## src/rtl/pzcorebus_pkg.sv

```systemverilog
// Shared pzcorebus definitions: bus profile, command and response encodings.
package pzcorebus_pkg;

  typedef struct packed {
    int data_width;
    int address_width;
    int id_width;
    int length_width;
    int max_length;
  } pzcorebus_config;

  localparam pzcorebus_config PZCOREBUS_DEFAULT_CONFIG = '{
    data_width:    32,
    address_width: 32,
    id_width:      4,
    length_width:  4,
    max_length:    16
  };

  typedef enum logic [2:0] {
    PZCOREBUS_NULL_COMMAND     = 3'b000,
    PZCOREBUS_READ             = 3'b001,
    PZCOREBUS_WRITE            = 3'b010,
    PZCOREBUS_WRITE_NON_POSTED = 3'b011,
    PZCOREBUS_ATOMIC           = 3'b100,
    PZCOREBUS_MESSAGE          = 3'b101
  } pzcorebus_command_type;

  typedef enum logic [1:0] {
    PZCOREBUS_NULL_RESPONSE        = 2'b00,
    PZCOREBUS_RESPONSE             = 2'b01,
    PZCOREBUS_RESPONSE_WITH_DATA   = 2'b10
  } pzcorebus_response_type;

  function automatic logic is_write_command(pzcorebus_command_type cmd);
    return (cmd == PZCOREBUS_WRITE) || (cmd == PZCOREBUS_WRITE_NON_POSTED);
  endfunction

endpackage

```

## src/rtl/pzcorebus_if.sv

```systemverilog
// pzcorebus point-to-point link: command, write data and response channels.
interface pzcorebus_if
  import pzcorebus_pkg::*;
#(
  parameter pzcorebus_config BUS_CONFIG = PZCOREBUS_DEFAULT_CONFIG
);
  localparam int DW  = BUS_CONFIG.data_width;
  localparam int AW  = BUS_CONFIG.address_width;
  localparam int IDW = BUS_CONFIG.id_width;
  localparam int LW  = BUS_CONFIG.length_width;

  logic                   mcmd_valid;
  logic                   scmd_accept;
  pzcorebus_command_type  mcmd;
  logic [IDW-1:0]         mid;
  logic [AW-1:0]          maddr;
  logic [LW-1:0]          mlength;

  logic                   mdata_valid;
  logic                   sdata_accept;
  logic [DW-1:0]          mdata;
  logic [DW/8-1:0]        mdata_byteenable;
  logic                   mdata_last;

  logic                   sresp_valid;
  logic                   mresp_accept;
  pzcorebus_response_type sresp;
  logic [IDW-1:0]         sid;
  logic                   serror;
  logic [DW-1:0]          sdata;
  logic                   sresp_last;

  modport master (
    output mcmd_valid, mcmd, mid, maddr, mlength,
    input  scmd_accept,
    output mdata_valid, mdata, mdata_byteenable, mdata_last,
    input  sdata_accept,
    input  sresp_valid, sresp, sid, serror, sdata, sresp_last,
    output mresp_accept
  );

  modport slave (
    input  mcmd_valid, mcmd, mid, maddr, mlength,
    output scmd_accept,
    input  mdata_valid, mdata, mdata_byteenable, mdata_last,
    output sdata_accept,
    output sresp_valid, sresp, sid, serror, sdata, sresp_last,
    input  mresp_accept
  );

endinterface

```

## src/rtl/pzcorebus_memory_responder_ram.sv

```systemverilog
// DEPTH x DATA_WIDTH flop array: one byte-enabled write port, one asynchronous read port.
module pzcorebus_memory_responder_ram #(
  parameter int DEPTH      = 64,
  parameter int DATA_WIDTH = 32
)(
  input  logic                       clk,
  input  logic                       write_enable,
  input  logic [$clog2(DEPTH)-1:0]   write_index,
  input  logic [DATA_WIDTH-1:0]      write_data,
  input  logic [DATA_WIDTH/8-1:0]    write_byteenable,
  input  logic [$clog2(DEPTH)-1:0]   read_index,
  output logic [DATA_WIDTH-1:0]      read_data
);
  localparam int unsigned BEW = DATA_WIDTH / 8;

  logic [DATA_WIDTH-1:0] mem [DEPTH];

  always_ff @(posedge clk) begin
    if (write_enable) begin
      for (int unsigned b = 0; b < BEW; b++) begin
        if (write_byteenable[b]) begin
          mem[write_index][8*b +: 8] <= write_data[8*b +: 8];
        end
      end
    end
  end

  assign read_data = mem[read_index];

endmodule

```

## src/rtl/pzcorebus_memory_responder.sv

```systemverilog
// Terminating pzcorebus slave: services READ / WRITE / WRITE_NON_POSTED from a local flop array.
module pzcorebus_memory_responder
  import pzcorebus_pkg::*;
#(
  parameter pzcorebus_config BUS_CONFIG   = PZCOREBUS_DEFAULT_CONFIG,
  parameter int              DEPTH        = 64,
  parameter int              BASE_ADDRESS = 0
)(
  input  logic       i_clk,
  input  logic       i_rst,
  pzcorebus_if.slave slave_if
);
  localparam int DW       = BUS_CONFIG.data_width;
  localparam int AW       = BUS_CONFIG.address_width;
  localparam int IDW      = BUS_CONFIG.id_width;
  localparam int LW       = BUS_CONFIG.length_width;
  localparam int MAX_LEN  = BUS_CONFIG.max_length;
  localparam int BEW      = DW / 8;
  localparam int ADDR_LSB = $clog2(BEW);
  localparam int IW       = $clog2(DEPTH);
  localparam int CW       = $clog2(MAX_LEN + 1);
  localparam int SIZE     = DEPTH * BEW;

  typedef enum logic [1:0] {
    IDLE,
    WRITE_DATA,
    WRITE_RESP,
    READ_RESP
  } state_t;

  state_t         state;
  state_t         state_next;
  logic [IW-1:0]  index;
  logic [CW-1:0]  count;
  logic [IDW-1:0] id;
  logic           err;
  logic           posted;

  logic [AW-1:0]  offset;
  logic           out_of_range;
  logic [CW-1:0]  burst_length;
  logic           final_beat;
  logic           write_enable;
  logic [DW-1:0]  read_data;

  assign offset       = slave_if.maddr - AW'(BASE_ADDRESS);
  assign out_of_range = offset >= AW'(SIZE);
  assign burst_length = (slave_if.mlength == '0) ? CW'(MAX_LEN) : CW'(slave_if.mlength);
  assign final_beat   = count == CW'(1);
  assign write_enable = (state == WRITE_DATA) && slave_if.mdata_valid && !err;

  always_ff @(posedge i_clk) begin
    if (i_rst) begin
      state <= IDLE;
    end else begin
      state <= state_next;
    end
  end

  // Responses are decoded from the state and latched command fields, so every
  // response output is zero outside a response state and stable while stalled.
  always_comb begin
    state_next            = state;
    slave_if.scmd_accept  = 1'b0;
    slave_if.sdata_accept = 1'b0;
    slave_if.sresp_valid  = 1'b0;
    slave_if.sresp        = PZCOREBUS_NULL_RESPONSE;
    slave_if.sid          = '0;
    slave_if.serror       = 1'b0;
    slave_if.sdata        = '0;
    slave_if.sresp_last   = 1'b0;
    case (state)
      IDLE: begin
        slave_if.scmd_accept = 1'b1;
        if (slave_if.mcmd_valid) begin
          state_next = is_write_command(slave_if.mcmd) ? WRITE_DATA : READ_RESP;
        end
      end
      WRITE_DATA: begin
        slave_if.sdata_accept = 1'b1;
        if (slave_if.mdata_valid && (slave_if.mdata_last || final_beat)) begin
          state_next = posted ? IDLE : WRITE_RESP;
        end
      end
      WRITE_RESP: begin
        slave_if.sresp_valid = 1'b1;
        slave_if.sresp       = PZCOREBUS_RESPONSE;
        slave_if.sid         = id;
        slave_if.serror      = err;
        slave_if.sresp_last  = 1'b1;
        if (slave_if.mresp_accept) begin
          state_next = IDLE;
        end
      end
      READ_RESP: begin
        slave_if.sresp_valid = 1'b1;
        slave_if.sresp       = PZCOREBUS_RESPONSE_WITH_DATA;
        slave_if.sid         = id;
        slave_if.serror      = err;
        slave_if.sdata       = err ? '0 : read_data;
        slave_if.sresp_last  = final_beat;
        if (slave_if.mresp_accept && final_beat) begin
          state_next = IDLE;
        end
      end
      default: state_next = IDLE;
    endcase
  end

  always_ff @(posedge i_clk) begin
    if (i_rst) begin
      index  <= '0;
      count  <= '0;
      id     <= '0;
      err    <= 1'b0;
      posted <= 1'b0;
    end else begin
      case (state)
        IDLE: begin
          if (slave_if.mcmd_valid) begin
            index  <= slave_if.maddr[ADDR_LSB +: IW];
            id     <= slave_if.mid;
            posted <= slave_if.mcmd == PZCOREBUS_WRITE;
            if (is_write_command(slave_if.mcmd) || (slave_if.mcmd == PZCOREBUS_READ)) begin
              count <= burst_length;
              err   <= out_of_range;
            end else begin
              // Unsupported commands get a single error beat
              count <= CW'(1);
              err   <= 1'b1;
            end
          end
        end
        WRITE_DATA: begin
          if (slave_if.mdata_valid) begin
            index <= index + 1'b1;
            count <= count - 1'b1;
          end
        end
        READ_RESP: begin
          if (slave_if.mresp_accept && !final_beat) begin
            index <= index + 1'b1;
            count <= count - 1'b1;
          end
        end
        default: ;
      endcase
    end
  end

  pzcorebus_memory_responder_ram #(
    .DEPTH      (DEPTH),
    .DATA_WIDTH (DW)
  ) u_ram (
    .clk              (i_clk),
    .write_enable     (write_enable),
    .write_index      (index),
    .write_data       (slave_if.mdata),
    .write_byteenable (slave_if.mdata_byteenable),
    .read_index       (index),
    .read_data        (read_data)
  );

endmodule

```

## src/flat_wrapper.sv

```systemverilog
// flat-port wrapper written by rule: the top's interface ports become plain ports
module pzcorebus_memory_responder_flat import pzcorebus_pkg::*;
#(
  parameter pzcorebus_config BUS_CONFIG   = PZCOREBUS_DEFAULT_CONFIG,
  parameter int              DEPTH        = 64,
  parameter int              BASE_ADDRESS = 0
)
  (i_clk, i_rst, slave_if_mcmd_valid, slave_if_mcmd, slave_if_mid, slave_if_maddr, slave_if_mlength, slave_if_scmd_accept, slave_if_mdata_valid, slave_if_mdata, slave_if_mdata_byteenable, slave_if_mdata_last, slave_if_sdata_accept, slave_if_sresp_valid, slave_if_sresp, slave_if_sid, slave_if_serror, slave_if_sdata, slave_if_sresp_last, slave_if_mresp_accept);
  pzcorebus_if #(.BUS_CONFIG(BUS_CONFIG)) slave_if_i ();
  input  logic i_clk;
  input  logic i_rst;
  input wire logic [$bits(slave_if_i.mcmd_valid)-1:0] slave_if_mcmd_valid;
  input wire logic [$bits(slave_if_i.mcmd)-1:0] slave_if_mcmd;
  input wire logic [$bits(slave_if_i.mid)-1:0] slave_if_mid;
  input wire logic [$bits(slave_if_i.maddr)-1:0] slave_if_maddr;
  input wire logic [$bits(slave_if_i.mlength)-1:0] slave_if_mlength;
  output wire logic [$bits(slave_if_i.scmd_accept)-1:0] slave_if_scmd_accept;
  input wire logic [$bits(slave_if_i.mdata_valid)-1:0] slave_if_mdata_valid;
  input wire logic [$bits(slave_if_i.mdata)-1:0] slave_if_mdata;
  input wire logic [$bits(slave_if_i.mdata_byteenable)-1:0] slave_if_mdata_byteenable;
  input wire logic [$bits(slave_if_i.mdata_last)-1:0] slave_if_mdata_last;
  output wire logic [$bits(slave_if_i.sdata_accept)-1:0] slave_if_sdata_accept;
  output wire logic [$bits(slave_if_i.sresp_valid)-1:0] slave_if_sresp_valid;
  output wire logic [$bits(slave_if_i.sresp)-1:0] slave_if_sresp;
  output wire logic [$bits(slave_if_i.sid)-1:0] slave_if_sid;
  output wire logic [$bits(slave_if_i.serror)-1:0] slave_if_serror;
  output wire logic [$bits(slave_if_i.sdata)-1:0] slave_if_sdata;
  output wire logic [$bits(slave_if_i.sresp_last)-1:0] slave_if_sresp_last;
  input wire logic [$bits(slave_if_i.mresp_accept)-1:0] slave_if_mresp_accept;
  assign slave_if_i.mcmd_valid = slave_if_mcmd_valid;
  assign slave_if_i.mcmd = slave_if_mcmd;
  assign slave_if_i.mid = slave_if_mid;
  assign slave_if_i.maddr = slave_if_maddr;
  assign slave_if_i.mlength = slave_if_mlength;
  assign slave_if_scmd_accept = slave_if_i.scmd_accept;
  assign slave_if_i.mdata_valid = slave_if_mdata_valid;
  assign slave_if_i.mdata = slave_if_mdata;
  assign slave_if_i.mdata_byteenable = slave_if_mdata_byteenable;
  assign slave_if_i.mdata_last = slave_if_mdata_last;
  assign slave_if_sdata_accept = slave_if_i.sdata_accept;
  assign slave_if_sresp_valid = slave_if_i.sresp_valid;
  assign slave_if_sresp = slave_if_i.sresp;
  assign slave_if_sid = slave_if_i.sid;
  assign slave_if_serror = slave_if_i.serror;
  assign slave_if_sdata = slave_if_i.sdata;
  assign slave_if_sresp_last = slave_if_i.sresp_last;
  assign slave_if_i.mresp_accept = slave_if_mresp_accept;
  pzcorebus_memory_responder #(.BUS_CONFIG(BUS_CONFIG), .DEPTH(DEPTH), .BASE_ADDRESS(BASE_ADDRESS)) u_core (.i_clk(i_clk), .i_rst(i_rst), .slave_if(slave_if_i));
endmodule
```

## config.mk

```make
export PLATFORM = sky130hd
export DESIGN_NAME = pzcorebus_memory_responder_flat
export DESIGN_NICKNAME = d
export VERILOG_FILES = /design/src/rtl/pzcorebus_pkg.sv /design/src/rtl/pzcorebus_if.sv /design/src/rtl/pzcorebus_memory_responder_ram.sv /design/src/rtl/pzcorebus_memory_responder.sv /design/src/flat_wrapper.sv
export SDC_FILE = /design/constraint.sdc
export NUM_CORES = 2
export LEC_CHECK = 0
export CELL_PAD_IN_SITES_DETAIL_PLACEMENT = 1
export CELL_PAD_IN_SITES_GLOBAL_PLACEMENT = 1
export CORE_MARGIN = 2
export CORE_UTILIZATION = 52
export DETAILED_ROUTE_END_ITERATION = 12
export PLACE_DENSITY_LB_ADDON = 0.1
export SETUP_SLACK_MARGIN = 0.02
export SYNTH_ARGS = -nofsm -noshare
export SYNTH_HDL_FRONTEND = slang
export SYNTH_SLANG_ARGS = --single-unit
export TNS_END_PERCENT = 20
```

## constraint.sdc

```tcl
create_clock -name i_clk -period 4 [get_ports i_clk]
set_clock_uncertainty 0.1 [all_clocks]
set_input_delay 0.4 -clock i_clk [delete_from_list [all_inputs] [get_ports i_clk]]
set_output_delay 0.4 -clock i_clk [all_outputs]
set_load 0.1 [all_outputs]
```

# --- Word level (Yosys, flattened, before mapping) ---
# Memory sizes are Yosys's and may differ from the RTL's. A register that Yosys moved wholly into a read port is not among the register bits.
# Cells that the tools add are included.
# Widths: inputs -> output; s select.
classes:
  addsub: 2
  magnitude_cmp: 1
  eq_ne: 13
  muxes: 41
  n_reduce_logical: 17
op_table:
  columns: ["op", "count"]
  rows:
  - ["$mux 32", 2]
  - ["$ge 32x9->1 const B", 1]
  - ["$mux 6", 5]
  - ["$mux 5", 5]
  - ["$pmux 6 s3", 1]
  - ["$mux 1", 17]
  - ["$pmux 5 s3", 1]
  - ["$mux 2", 6]
  - ["$ne 2x2->1 const B", 4]
  - ["$pmux 2 s4", 1]
  - ["$reduce_and 4->1", 2]
  - ["$add 6x1->6 const B", 1]
  - ["$eq 3x2->1 const B", 2]
  - ["$eq 5x1->1 const B", 1]
  - ["$logic_and 1x1->1", 5]
  - ["$sub 5x1->5 const B", 1]
  - ["$eq 2x2->1 const B", 2]
  - ["$logic_not 4->1", 1]
  - ["$mux 4", 1]
  - ["$ne 2x1->1 const B", 2]
  - ["$pmux 2 s2", 1]
  - ["$eq 3x1->1 const B", 1]
  - ["$logic_or 1x1->1", 3]
  - ["$reduce_bool 3->1", 1]
  - ["6 further kinds", 7]
word_totals:
  reg_bits: 19
  ramBits: 2048
  input_bits: 85
  output_inout_bits: 43
  elab_cells: 81
  memories: 1
mem_list:
  columns: ["name", "words", "word_bits", "read_ports", "rd_clocked_by_memory_dff", "wr", "line", "rtl"]
  rows:
  - ["u_core.u_ram.mem", 64, 32, 1, 1, 1, "pzcorebus_memory_responder_ram.sv:16", "logic [DATA_WIDTH-1:0] mem [DEPTH];"]

# --- Logic depth before layout (Yosys ltp) ---
depth:
  depth_word: 7
  depth_mapped: 11
  mapped_depth_nobuf: 7

# --- By module ---
# A second synthesis with hierarchy kept.
unflattened:
  hier_cells: 3738
  area_unflattened_um2: 80636.1
modules_own_cells:
  columns: ["module", "instances", "cells_each", "area_each_um2", "seq_area_each_um2"]
  rows:
  - ["pzcorebus_memory_responder_ram", 1, 3544, 79130.9, 61499.0]
  - ["pzcorebus_memory_responder", 1, 194, 1505.2, 380.4]

# --- Least setup slack after synthesis ---
# No wires, ideal clock.
synth_timing:
  path_type: "register to output"
  from: "register with a tool-made name"
  to: "output port slave_if_sdata[14]"
  arrival_time_ns: 4.379
  t_required_ns: 3.500
  slack_ns: -0.879
  stages_incl_launch_ff: 10
  path_buffers: 4
  path_cell_list: "dfxtp_1 -> buf_4 -> buf_4 -> buf_6 -> buf_2 -> mux4_2 -> mux2i_1 -> o221ai_1 -> a21oi_1 -> nor4_1"
synth_rtl:
  columns: ["item", "line", "rtl"]
  rows:
  - ["end: declaration", "flat_wrapper.sv:27", "output wire logic [$bits(slave_if_i.sdata)-1:0] slave_if_sdata;"]

==> results_dict.tcl <==
set metrics [dict create \
    fillerInstances 12810 \
    synthFlopType "edfxtp_1" \
    ctsRootBufferMaster "clkbuf_16" \
    cts_buffers 205 \
    maxSlewHeadroom_pct 12.43 \
    firstDrtPassIters 6 \
    synth_seq_cells 2073 \
    rrSetupSlack_ns 0.42 \
    worst_hold_path.num_cells 3 \
    synth_area_leaders "edfxtp_1 (76%), mux4_2 (14%), nor2_1 (1.5%)" \
    setup_viol_count_final 3 \
    path_class "register to primary output" \
    grt_first_pass_wirelength_mm 345.7 \
    route.detailed.vias_per_inst 6.507 \
    fin_ws_ns -0.02420 \
    finish.instance_area_um2 95970 \
    number_of_i_o_pins 128 \
    syn-cell-area_um2 80760 \
    worstHoldEndpoint "u_core.id[2]" \
    cellPowerDensity_nw_per_um2 553.6 \
    antenna_violations_before_repair 8 \
    register_area_um2 62020 \
    critPathCaptureType "primary output" \
    syn_to_final_growth_pct 18.84 \
    routabilityCongestion 0.8385 \
    yosysUniqueCellTypes 58 \
    die_x_um 398.1 \
    syn-instance-count 3839 \
    fin_util_pct 62.23 \
    clock_tree_from_tritoncts "built" \
    port-buffer-count 125 \
    timing.final.hold_violations 0 \
    r2r-end "u_core.u_ram.mem[7][20]" \
    detailedRoute.firstIterationViolations 5391 \
    grt_setup_unrepaired "true" \
    grt_start_max_net_pins 65 \
    worst_hold_path_type "input pin to register" \
    violations_in_the_final_reports "negative setup slack" \
    clock_insertion_delay_worst_skew_ns 0.82 \
    worstPathArrival_ns 3.52 \
    endpoint_required_time_on_the_critical_path_ns 3.50 \
    finalWirelength_mm 248.7 \
    avgSynthCellArea_um2 21.04 \
    critical_path.reg2reg.startpoint "u_core.index[4]" \
    holdCritStartpoint "slave_if_mid[2]" \
    logic_depth_of_the_worst_register_to_register_path 3 \
    synthArstFlopShare_pct 0 \
    fp.coreArea_um2 154200 \
    critical_path_peak_fanout 6 \
    critical_path.startpoint_type "register" \
    placedInstanceArea_um2 87380 \
    num-nets-final 4577 \
    crit_top_cell "buf_12" \
    outcome "complete, but fails checks" \
    worst_hold_slack_ns 0.09253 \
    die_h_um 398.1 \
    synth_edf_count 2048 \
    num_rows 144 \
    critical_path.slowest_cell "mux4_2" \
    p_leak_nw 30.50 \
    multiInputGateArea_um2 18300 \
    cts.reportedPaths.clkPinSlew_ns 0.06 \
    maxSlewViolCount 0 \
    die_area_um2 158500 \
    cts.sink_count 2073 \
    floorplan.initialDensity_pct 52.36 \
    power_mw 53.13 \
    grt-ovfl-total 0 \
    grtUsageTotal_pct 31.67 \
    cts_max_path_buffers 3 \
    net_count_of_the_mapped_netlist 3927 \
    yosys_warnings 0 \
    synth_area_leader_cell "edfxtp_1" \
    place.detailed.hpwl_mm 154.2 \
    drive_gt1_share_pct 33.87 \
    cp_slowest_stage_delay_ns 0.49 \
    period_minus_slack_ns 4.024 \
    final_min_period_over_clock_period_pct 100.6 \
    worst_pin_slew_ns 1.313 \
    drt_drc_violations_left 0 \
    cp_cell_sequence "buf_12 > buf_16 > buf_12 > buf_16 > buf_12 > mux4_2 > a2bb2oi_1 > a31o_1 > o211ai_1 > o221ai_2 > buf_12" \
    synth_largest_type_area_fraction_pct 76.15 \
    ys_seq_area_share_pct 76.77 \
    vias_in_the_first_global_route 44460 \
    vdd.ir_drop.worst_mv 0.4716 \
    vias 43680 \
    max-cap-violations 0 \
    clock.fmax_ghz 0.2485 \
    wire_per_inst_um 37.04 \
    drtAntennaViolNets 0 \
    number_of_h_tree_levels 4 \
]
## worst max-delay path, delay by kind of cell (launching register included)
kind	cells	cell delay, ns
AOI/OAI and AO/OA	4	0.83
buffers and inverters	6	0.99
muxes	1	0.49
DFF	1	0.36
## state kept, by name, summed over array words and instances, names as in the netlist, named ones only
| register | count |
|---|---|
| u_core.u_ram.mem | 2048 |
| u_core.index | 6 |
| u_core.count | 5 |
| u_core.id | 4 |
| u_core.state | 2 |
| u_core.err | 1 |
| u_core.posted | 1 |
## power breakdown
group / leakage, nW / internal [mW] / switching [mW]
clock network: 3.16 / 10.6 / 8.02
registers: 18.6 / 24.0 / 0.162
logic: 8.73 / 4.44 / 5.91
## cell usage after synthesis (22+ instances only)
cell type and count:
nor2_1 322, a21oi_1 71, clkbuf_1 90, buf_4 50
edfxtp_1 2048, buf_2 52, a211oi_1 37, o21ai_0 22
mux2i_1 109, dfxtp_1 25, mux4_2 516, a22oi_1 72
nor3_1 36, nand2_1 119, and2_1 28, nand3_1 25
## cell type report
| cell class | count | share of cell area [%] |
|---|---|---|
| antenna | 7 | 0.01825 |
| clock buffer | 260 | 5.737 |
| clock inverter | 120 | 0.9830 |
| inverter | 11 | 0.05084 |
| multi-input combinational | 1536 | 19.07 |
| sequential | 2073 | 64.62 |
| tap | 2044 | 2.665 |
| timing repair buffer | 662 | 6.857 |
## cell families (layout without fill, tap and decap cells)
family	Yosys count	after routing	share of synthesized area, %
flip-flops	2073	2073	76.77
AO/OA/AOI/OAI	306	306	2.586
other	0	7	0
buffers and inverters	230	1053	1.506
adder cells (fa/ha/maj)	3	3	0.04648
AND/OR/NAND/NOR	583	583	3.088
multiplexers	644	644	16.01
## cell usage in the layout, fill, tap and decap left out, types with 9 or more instances in the layout
cell type and count:
edfxtp_1 2048, mux4_2 516, buf_4 452, nor2_1 311, clkbuf_16 216, nand2_1 109
mux2i_1 96, buf_12 71, a22oi_1 58, clkdlybuf4s50_1 58, clkinv_1 55, a21oi_1 52
clkbuf_1 47, clkinv_2 39, buf_2 32, and2_1 25, nand3_1 23, nor3_1 22
a211oi_2 19, mux2_2 19, buf_16 19, dfxtp_1 19, a211oi_1 17, o21ai_0 16
buf_6 16, a21oi_2 15, bufinv_16 15, a22o_1 14, a22oi_2 14, mux2i_2 13
nor3_2 12, o22ai_1 12, nor2b_1 12, a31oi_1 10, nand2_2 9
## worst max-delay path by stage
stage / depth (start not counted) / endpoint / startpoint
6_report: 11 / slave_if_sdata[8] / register
3_5_place_dp: 7 / slave_if_sdata[31] / register
3_3_place_gp: 8 / slave_if_sdata[27] / register
4_1_cts: 9 / slave_if_sdata[8] / register
5_1_grt: 11 / slave_if_sdata[8] / register
2_1_floorplan: 7 / slave_if_sdata[18] / register
## per-layer routing
metal  track usage, %  vias to the layer above  routed length, µm
li1                 -                    17310                  -
met1            44.21                    23470              95390
met2            48.62                     2462             117000
met3            7.274                      435              25470
met4            13.27                        6              10790
met5                0                        -                 25
## per-stage QoR
| step | setup TNS (ns) | std cells | worst slack (ns) |
|---|---|---|---|
| 2_1_floorplan | -0.5338 | 3839 | -0.1958 |
| 3_3_place_gp | 0 | 6236 | 0.2962 |
| 3_5_place_dp | 0 | 6236 | 0.2893 |
| 4_1_cts | -0.2830 | 6671 | -0.04455 |
| 5_1_grt | -0.3043 | 6706 | -0.07204 |
| 6_report | -0.04645 | 6713 | -0.02420 |
## repair_timing
action | CTS | global route
hold endpoints to repair | 21 | 0
setup endpoints to repair | 32 | 29
gates resized for setup | 139 | 74
pin swaps | 17 | 30
cloned | 11 | 3
setup buffers | 44 | 36
hold buffers | 1 | 0
Power figures use the tool's default switching activity.
